`config.mk`:
```
export PLATFORM = sky130hd
export DESIGN_NAME = interfaz_botones
export DESIGN_NICKNAME = d
export VERILOG_FILES = /design/src/rtl/interfaz_botones.sv
export SDC_FILE = /design/constraint.sdc
export NUM_CORES = 1
export LEC_CHECK = 0
export CAP_MARGIN = 20
export CORE_MARGIN = 2
export CORE_UTILIZATION = 42
export CTS_BUF_LIST = sky130_fd_sc_hd__clkbuf_2 sky130_fd_sc_hd__clkbuf_4 sky130_fd_sc_hd__clkbuf_8
export CTS_CLUSTER_SIZE = 20
export DETAILED_ROUTE_END_ITERATION = 10
export GPL_TIMING_DRIVEN = 0
export PLACE_DENSITY_LB_ADDON = 0.2
export SYNTH_ARGS = -nofsm -noshare
export SYNTH_HDL_FRONTEND = slang
export SYNTH_SLANG_ARGS = --single-unit
```
`constraint.sdc`:
```
create_clock -name clk_i -period 2.3 [get_ports clk_i]
set_input_delay 0.575 -clock clk_i [delete_from_list [all_inputs] [get_ports clk_i]]
set_output_delay 0.575 -clock clk_i [all_outputs]
set_load 0.01 [all_outputs]
```
`src/rtl/interfaz_botones.sv`:
```
// Button event interface: queues button codes on each filtered press and exposes
// them through a small register bus (STATUS, DATA, CTRL, TOTAL) with a level interrupt.
module interfaz_botones #(
  parameter int PROFUNDIDAD = 4
) (
  input  logic        clk_i,
  input  logic        rst_n_i,
  input  logic        pulso_i,
  input  logic [3:0]  botones_i,
  input  logic        cs_i,
  input  logic        we_i,
  input  logic [1:0]  addr_i,
  input  logic [31:0] wdata_i,
  output logic [31:0] rdata_o,
  output logic        irq_o
);

  localparam int PTR_W = $clog2(PROFUNDIDAD);
  localparam int CNT_W = PTR_W + 1;

  localparam logic [1:0] ADDR_STATUS = 2'd0;
  localparam logic [1:0] ADDR_DATA   = 2'd1;
  localparam logic [1:0] ADDR_CTRL   = 2'd2;
  localparam logic [1:0] ADDR_TOTAL  = 2'd3;

  logic [3:0]       fifoMem [PROFUNDIDAD];

  logic [PTR_W-1:0] wrPtrReg, wrPtrNext;
  logic [PTR_W-1:0] rdPtrReg, rdPtrNext;
  logic [CNT_W-1:0] countReg, countNext;
  logic             ovfReg, ovfNext;
  logic             irqEnReg, irqEnNext;
  logic [15:0]      totalReg, totalNext;
  logic [31:0]      rdataReg, rdataNext;
  logic             irqReg, irqNext;

  logic             busRead, busWrite;
  logic             fifoEmpty, fifoFull;
  logic             popEvt, pushEvt, dropEvt, flushEvt, ovfClear;
  logic             ctrlWrite, totalWrite;
  logic [PTR_W-1:0] wrAddr;
  logic [31:0]      statusWord, dataWord, readMux;
  logic             unusedWdata;

  assign unusedWdata = ^wdata_i[31:3];

  // Bus decode
  assign busRead    = cs_i & ~we_i;
  assign busWrite   = cs_i & we_i;
  assign ctrlWrite  = busWrite & (addr_i == ADDR_CTRL);
  assign totalWrite = busWrite & (addr_i == ADDR_TOTAL);

  assign fifoEmpty  = (countReg == '0);
  assign fifoFull   = (countReg == CNT_W'(PROFUNDIDAD));

  // A pop only happens when there is something to pop; an empty-FIFO read
  // racing a push therefore sees the old (empty) state and returns 0.
  assign popEvt   = busRead & (addr_i == ADDR_DATA) & ~fifoEmpty;
  assign flushEvt = ctrlWrite & wdata_i[2];
  assign ovfClear = ctrlWrite & wdata_i[1];
  assign pushEvt  = pulso_i & (flushEvt | ~fifoFull | popEvt);
  assign dropEvt  = pulso_i & fifoFull & ~popEvt & ~flushEvt;

  // After a flush the surviving push lands in slot 0
  assign wrAddr = flushEvt ? '0 : wrPtrReg;

  always_comb begin
    wrPtrNext = wrPtrReg;
    rdPtrNext = rdPtrReg;
    countNext = countReg;
    if (flushEvt) begin
      rdPtrNext = '0;
      wrPtrNext = pushEvt ? PTR_W'(1) : '0;
      countNext = pushEvt ? CNT_W'(1) : '0;
    end else begin
      if (pushEvt) begin
        wrPtrNext = wrPtrReg + PTR_W'(1);
      end
      if (popEvt) begin
        rdPtrNext = rdPtrReg + PTR_W'(1);
      end
      case ({pushEvt, popEvt})
        2'b10:   countNext = countReg + CNT_W'(1);
        2'b01:   countNext = countReg - CNT_W'(1);
        default: countNext = countReg;
      endcase
    end
  end

  // A new overflow in the same cycle as a clear request stays recorded
  always_comb begin
    ovfNext = ovfReg;
    if (dropEvt) begin
      ovfNext = 1'b1;
    end else if (ovfClear) begin
      ovfNext = 1'b0;
    end
  end

  always_comb begin
    irqEnNext = irqEnReg;
    if (ctrlWrite) begin
      irqEnNext = wdata_i[0];
    end
  end

  always_comb begin
    totalNext = totalReg;
    if (totalWrite) begin
      totalNext = {15'd0, pulso_i};
    end else if (pulso_i) begin
      totalNext = totalReg + 16'd1;
    end
  end

  assign statusWord = {23'd0, 5'(countReg), 1'b0, ovfReg, fifoFull, ~fifoEmpty};
  assign dataWord   = popEvt ? {28'd0, fifoMem[rdPtrReg]} : 32'd0;

  always_comb begin
    readMux = 32'd0;
    case (addr_i)
      ADDR_STATUS: readMux = statusWord;
      ADDR_DATA:   readMux = dataWord;
      ADDR_CTRL:   readMux = {31'd0, irqEnReg};
      ADDR_TOTAL:  readMux = {16'd0, totalReg};
      default:     readMux = 32'd0;
    endcase
  end

  always_comb begin
    rdataNext = rdataReg;
    if (busRead) begin
      rdataNext = readMux;
    end
  end

  assign irqNext = irqEnReg & ~fifoEmpty;

  always_ff @(posedge clk_i) begin
    if (!rst_n_i) begin
      wrPtrReg <= '0;
      rdPtrReg <= '0;
      countReg <= '0;
      ovfReg   <= 1'b0;
      irqEnReg <= 1'b0;
      totalReg <= 16'd0;
      rdataReg <= 32'd0;
      irqReg   <= 1'b0;
    end else begin
      wrPtrReg <= wrPtrNext;
      rdPtrReg <= rdPtrNext;
      countReg <= countNext;
      ovfReg   <= ovfNext;
      irqEnReg <= irqEnNext;
      totalReg <= totalNext;
      rdataReg <= rdataNext;
      irqReg   <= irqNext;
    end
  end

  // Storage is never reset; count=0 keeps stale entries unreachable
  always_ff @(posedge clk_i) begin
    if (rst_n_i && pushEvt) begin
      fifoMem[wrAddr] <= botones_i;
    end
  end

  assign rdata_o = rdataReg;
  assign irq_o   = irqReg;

endmodule

```
# Yosys cells after proc, flatten, opt, wreduce, memory -nomap -nowiden
# Memory sizes are Yosys's and may differ from the RTL's. A register that Yosys moved wholly into a read port is not among the register bits.
# Index checks and enable logic that the tools add are counted.
# word_totals
mem_bits_ro,0
memories,1
output_inout_bits,33
regBits,58
mem_bits_rw,16
latch_bits,0
# op_classes
eq_ne,6
mux,17
magnitude_cmp,0
add_sub_neg,5
n_shift,0
reduce_logical,9
multipliers,0
n_div,0
n_bitwise,21
# memory_table
memory,depth,width,rd,rd_clocked_by_memory_dff,write_ports,line,text
fifoMem,4,4,1,1,1,26,logic [3:0] fifoMem [PROFUNDIDAD];
# ops
op,count
$pmux 32 s4,1
$add 16x1->16 const B,1
$and 1x1->1,13
$mux 2,5
$mux 1,8
$eq 2x2->1 const B,3
$not 1->1,6
$pmux 3 s2,1
$reduce_bool 2->1,3
$add 2x1->2 const B,2
$eq 2x1->1 const B,2
$mux 4,1
$reduce_or 2->1,2
$add 3x1->3 const B,1
$eq 3x3->1 const B,1
$logic_not 3->1,1
$mux 3,1
$reduce_bool 3->1,1
$sub 3x1->3 const B,1
$logic_not 2->1,1
$or 1x1->1,2
$logic_and 1x1->1,1

# Depth between registers and ports, before layout
# logic_depth
depth_word,9
ltp_mapped,9
ltp_nobuf,8

# Least setup slack after synthesis
# No wires, ideal clock.
# synth_timing
kind,in2reg
startpoint,in addr_i[0]
endpoint,mem fifoMem[0][0] (enable)
path_stages,5
setup_time_ps,379
path_buffers,1
path_slack_ps,103
t_required_ps,1921
t_arrival_ps,1818
cell_sequence,buf_2 > and4b_2 > nand2_1 > o21ai_0 > nor4b_1
# synth_via
elab_chain_cells,9
# synth_lines
item,line,text
from (decl),12,"input logic [1:0] addr_i,"
$eq 2x2->1,50,assign ctrlWrite = busWrite & (addr_i == ADDR_CTRL);
$and 1x1->1,50,
$and 1x1->1,59,assign flushEvt = ctrlWrite & wdata_i[2];
$or 1x1->1 (2 in a row),61,assign pushEvt = pulso_i & (flushEvt | ~fifoFull | popEvt);
$and 1x1->1,61,
$logic_and 1x1->1,163,if (rst_n_i && pushEvt) begin
$mux 1,163,
$mux 1 (implied by the code),164,fifoMem[wrAddr] <= botones_i;
to (decl),26,
# Several ways; a longest one is shown, not always the timed one.

# Worst setup path in the final report
# layout_timing
startpoint,reg countReg[0]
endpoint,reg countReg[2]
# layout_via
elab_chain_cells,8
# layout_lines
item,line,text
from (decl),30,"logic [CNT_W-1:0] countReg, countNext;"
from (signal assigned),152,countReg <= countNext;
$eq 3x3->1 or $logic_not 3->1 (tied branches),"54, 53",
$not 1->1 (on tied branches),"61, 58",
$or 1x1->1 or $and 1x1->1 (tied branches),"61, 58",
$or 1x1->1,61,
$and 1x1->1,61,
$eq 2x1->1 or $eq 2x2->1 (tied branches),82,"case ({pushEvt, popEvt})"
$pmux 3 s2,82,
$mux 3,71,if (flushEvt) begin
# Several ways; a longest one is shown, not always the timed one.
# A chain may end at the register's enable or synchronous reset.

==> summary.md <==
| Metric | Value |
|---|---|
| Status | finished clean |
| R2R setup slack | between 0.1 and 0.15 ns |
| DR WL/cell | between 10 and 15 um |
| Final slew viol count | 0 |
| Post-layout nets | between 300 and 400 |
| Post-synthesis sequential area ratio | 0.5063 |
| IO Port Bufs | 28 |
| DRT Pass-1 Iters | 4 |
| Crit path kind | flip-flop to flip-flop |
| Non-filler instance count after layout | 399 |
| Switching part of the total | 0.2698 |
| CP Capture Type | flip-flop |
| Slew at the pin with the worst max-slew slack | about 0.54 ns |
| Crit path DAT | between 2 and 2.5 ns |
| Slew margin rel. | 0.6398 |
| Seq cells post-synth | 60 |
| Synthesized area | ~2700 um^2 |
| Setup WS post-layout | 0.1122 ns |
| First-pass GRT wire length | around 9.4 mm |
| Std cell rows | 29 |
| Crit path from | countReg[0] |
| Most common cell after layout, fill and taps aside | dfxtp_1 |
| Placed wire-length estimate | just over 4 mm |
| Final Skew | about 0.0049 ns |
| Vias in the first global route | approximately 1900 |
| Internal power | approximately 1600 uW |
| CP Launch Type | flip-flop |
| Logic pwr share | 0.098 |
| CTS Buffer Depth | 2 |
| Post-Syn Area per Cell | slightly above 10 um^2 |
| Yosys cell types | 57 |
| RSZ-0062 raised after global routing | false |
| Vias/cell | roughly 5.3 |
| Final Hold Vio Count | 0 |
| MaxCap Viol Count | 0 |
| Fin crit period | about 2.2 ns |
| Register-to-Register Path Depth | 8 |
| Antenna diode count | 0 |
| Crit share post-route | 0.9512 |
| Layout cells sized above 1 | 0.1925 |
| Leak | 0.001246 uW |
| Most frequent cells in the layout | dfxtp_1, nor2_1, clkdlybuf4s50_1 |
| CTS Sinks | 60 |
| Peak VDD IR | around 560 uV |
| Final antenna-violating net count | 0 |
| Min-Delay Path Class | flip-flop to flip-flop |
| Area Growth Syn to Fin | 25.31% |
| Total GRT Usage | 0.1730 |
| H-tree depth | 3 |
| Final setup violation count | 0 |
| WHS | roughly 0.5 ns |
| Pre-CTS setup slack | -0.7484 ns |
| Req. time, crit path | 2.58 ns |
| Initial Utilization | 0.4283 |
| Largest net degree at the start of global routing | 13 |
| Core footprint | approximately 6300 um^2 |
| Finished Core Util | 0.5368 |
| CTS root buffer | clkbuf_8 |
| R2r endpoint | countReg[2] |
| RR Startpoint | countReg[0] |
| Fmax achieved | roughly 0.46 GHz |
| WL final | a little under 6 mm |
| Number of cells after detailed placement | 381 |
| CTS Buf Count | 9 |
| Asr flop ratio synth | 0 |
| Final Wtd Congestion | about 0.81 |
| DP Area | 3122 um^2 |
| Die span in x | 84.01 um |
| Die Ht | roughly 84 um |
| Full die area | 7058 um^2 |
| Final Cell Area | 3369 um^2 |
| NetSw | 604.1 uW |
| Seq pwr share | 0.507 |
| DRT iter0 DRCs | 125 |
| Worst-Skew Late Latency | roughly 0.35 ns |
| Crit Path Max Fanout | 9 |
| Final global-route overflow total | 0 |
| Initial antenna violation count | 0 |
| Clock Power Share | 0.395 |
| Clock slew at reported path FFs | 0.07 ns |
| DRC | 0 |
| Number of synthesized flops with an enable pin | 16 |
| Synth Flop Type | dfxtp_1 |
| CTS tree | yes |
| Worst Setup EP | countReg[2] |
| Post-Synthesis Cells | roughly 260 |
| Yosys warns | 0 |
| PwrDens | between 600 and 700 nW/um^2 |
| Vias after detailed routing | roughly 2100 |
| I/O Pins | between 70 and 80 |
power groups by stage:
stage | Combinational [uW] | Sequential [uW] | Clock [uW]
2_1_floorplan | 136 | 1150 | 0
3_3_place_gp | 208 | 1160 | 0
3_5_place_dp | 210 | 1160 | 0
4_1_cts | 212 | 1130 | 900
5_1_grt | 238 | 1140 | 956
6_report | 219 | 1140 | 885
registers in the layout, indices dropped and copies added, names as in the netlist, named ones only:
signal,count
totalReg,16
irqEnReg,1
countReg,3
rdata_o,16
rdPtrReg,2
irq_o,1
wrPtrReg,2
fifoMem,16
ovfReg,1
how the worst min path moves through the flow:
stage                       startpoint      endpoint  slack [ns]  cells past startpoint
final                     totalReg[15]  totalReg[15]        0.50                      2
after CTS                 totalReg[15]  totalReg[15]        0.51                      2
after global placement    totalReg[15]  totalReg[15]        0.48                      2
after detailed placement  totalReg[15]  totalReg[15]        0.49                      2
after global routing        rdata_o[8]    rdata_o[8]        0.53                      2
after floorplan           totalReg[15]  totalReg[15]        0.46                      2
layer usage:
metal | GRT usage | vias to the layer above | part of all wire
met1 | 0.2224 | 1015 | 0.46
met4 | 0.08358 | 0 | 0.016
li1 | - | 1047 | -
met5 | 0 | - | 0
met2 | 0.2713 | 49 | 0.48
met3 | 0.04451 | 8 | 0.044
what timing repair did:
item,CTS,global route
setup buffers,0,2
hold buffers,0,0
resized for setup,6,8
pin swaps,0,1
setup endpoints to repair,13,9
endpoints found under the hold margin,0,0
cell families after synthesis:
kind of cell,Yosys count,share of synthesized area
simple gates,98,0.1922
fa+ha+maj,2,0.01210
buf+inv,32,0.06887
flops,60,0.5063
compound gates,49,0.1345
mux,7,0.04560
xor+xnor,12,0.03909
other cells,1,0.001395
synth_stat cells, types with 5 or more instances:
cell type	instances	area (um^2)
buf_4	16	120.1
clkbuf_1	7	26.28
nor2_1	35	131.4
o21ai_0	11	55.05
nand2_1	13	48.80
edfxtp_1	16	480.5
nor3_1	6	30.03
a21oi_1	8	40.04
dfxtp_1	44	880.8
nand4_1	5	31.28
nand3_1	10	50.05
a22oi_1	10	75.07
xor2_1	9	78.83
critical path, cell delays in order, from the launching register on:
cell and delay (ns):
dfxtp_1 0.42, or3_2 0.55, nand3_1 0.17, inv_2 0.07
fa_2 0.38, nand2_1 0.12, o21ai_0 0.09, o32a_1 0.16
a21oi_1 0.15
per-stage QoR:
step / total power, uW / setup TNS [ns]
6_report: 2239 / 0
3_3_place_gp: 1364 / -9.244
4_1_cts: 2246 / 0
3_5_place_dp: 1368 / -9.502
2_1_floorplan: 1290 / 0
5_1_grt: 2333 / 0
final cells by class:
cell class	count	area, um^2
inverter	5	18.77
clock inverter	6	48.80
clock buffer	10	137.6
fill	577	2908
multi-input combinational	184	1245
tap	77	96.34
buffer	27	166.4
timing repair buffer	30	295.3
sequential	60	1361
No activity file was read; power rests on OpenSTA's default activity.
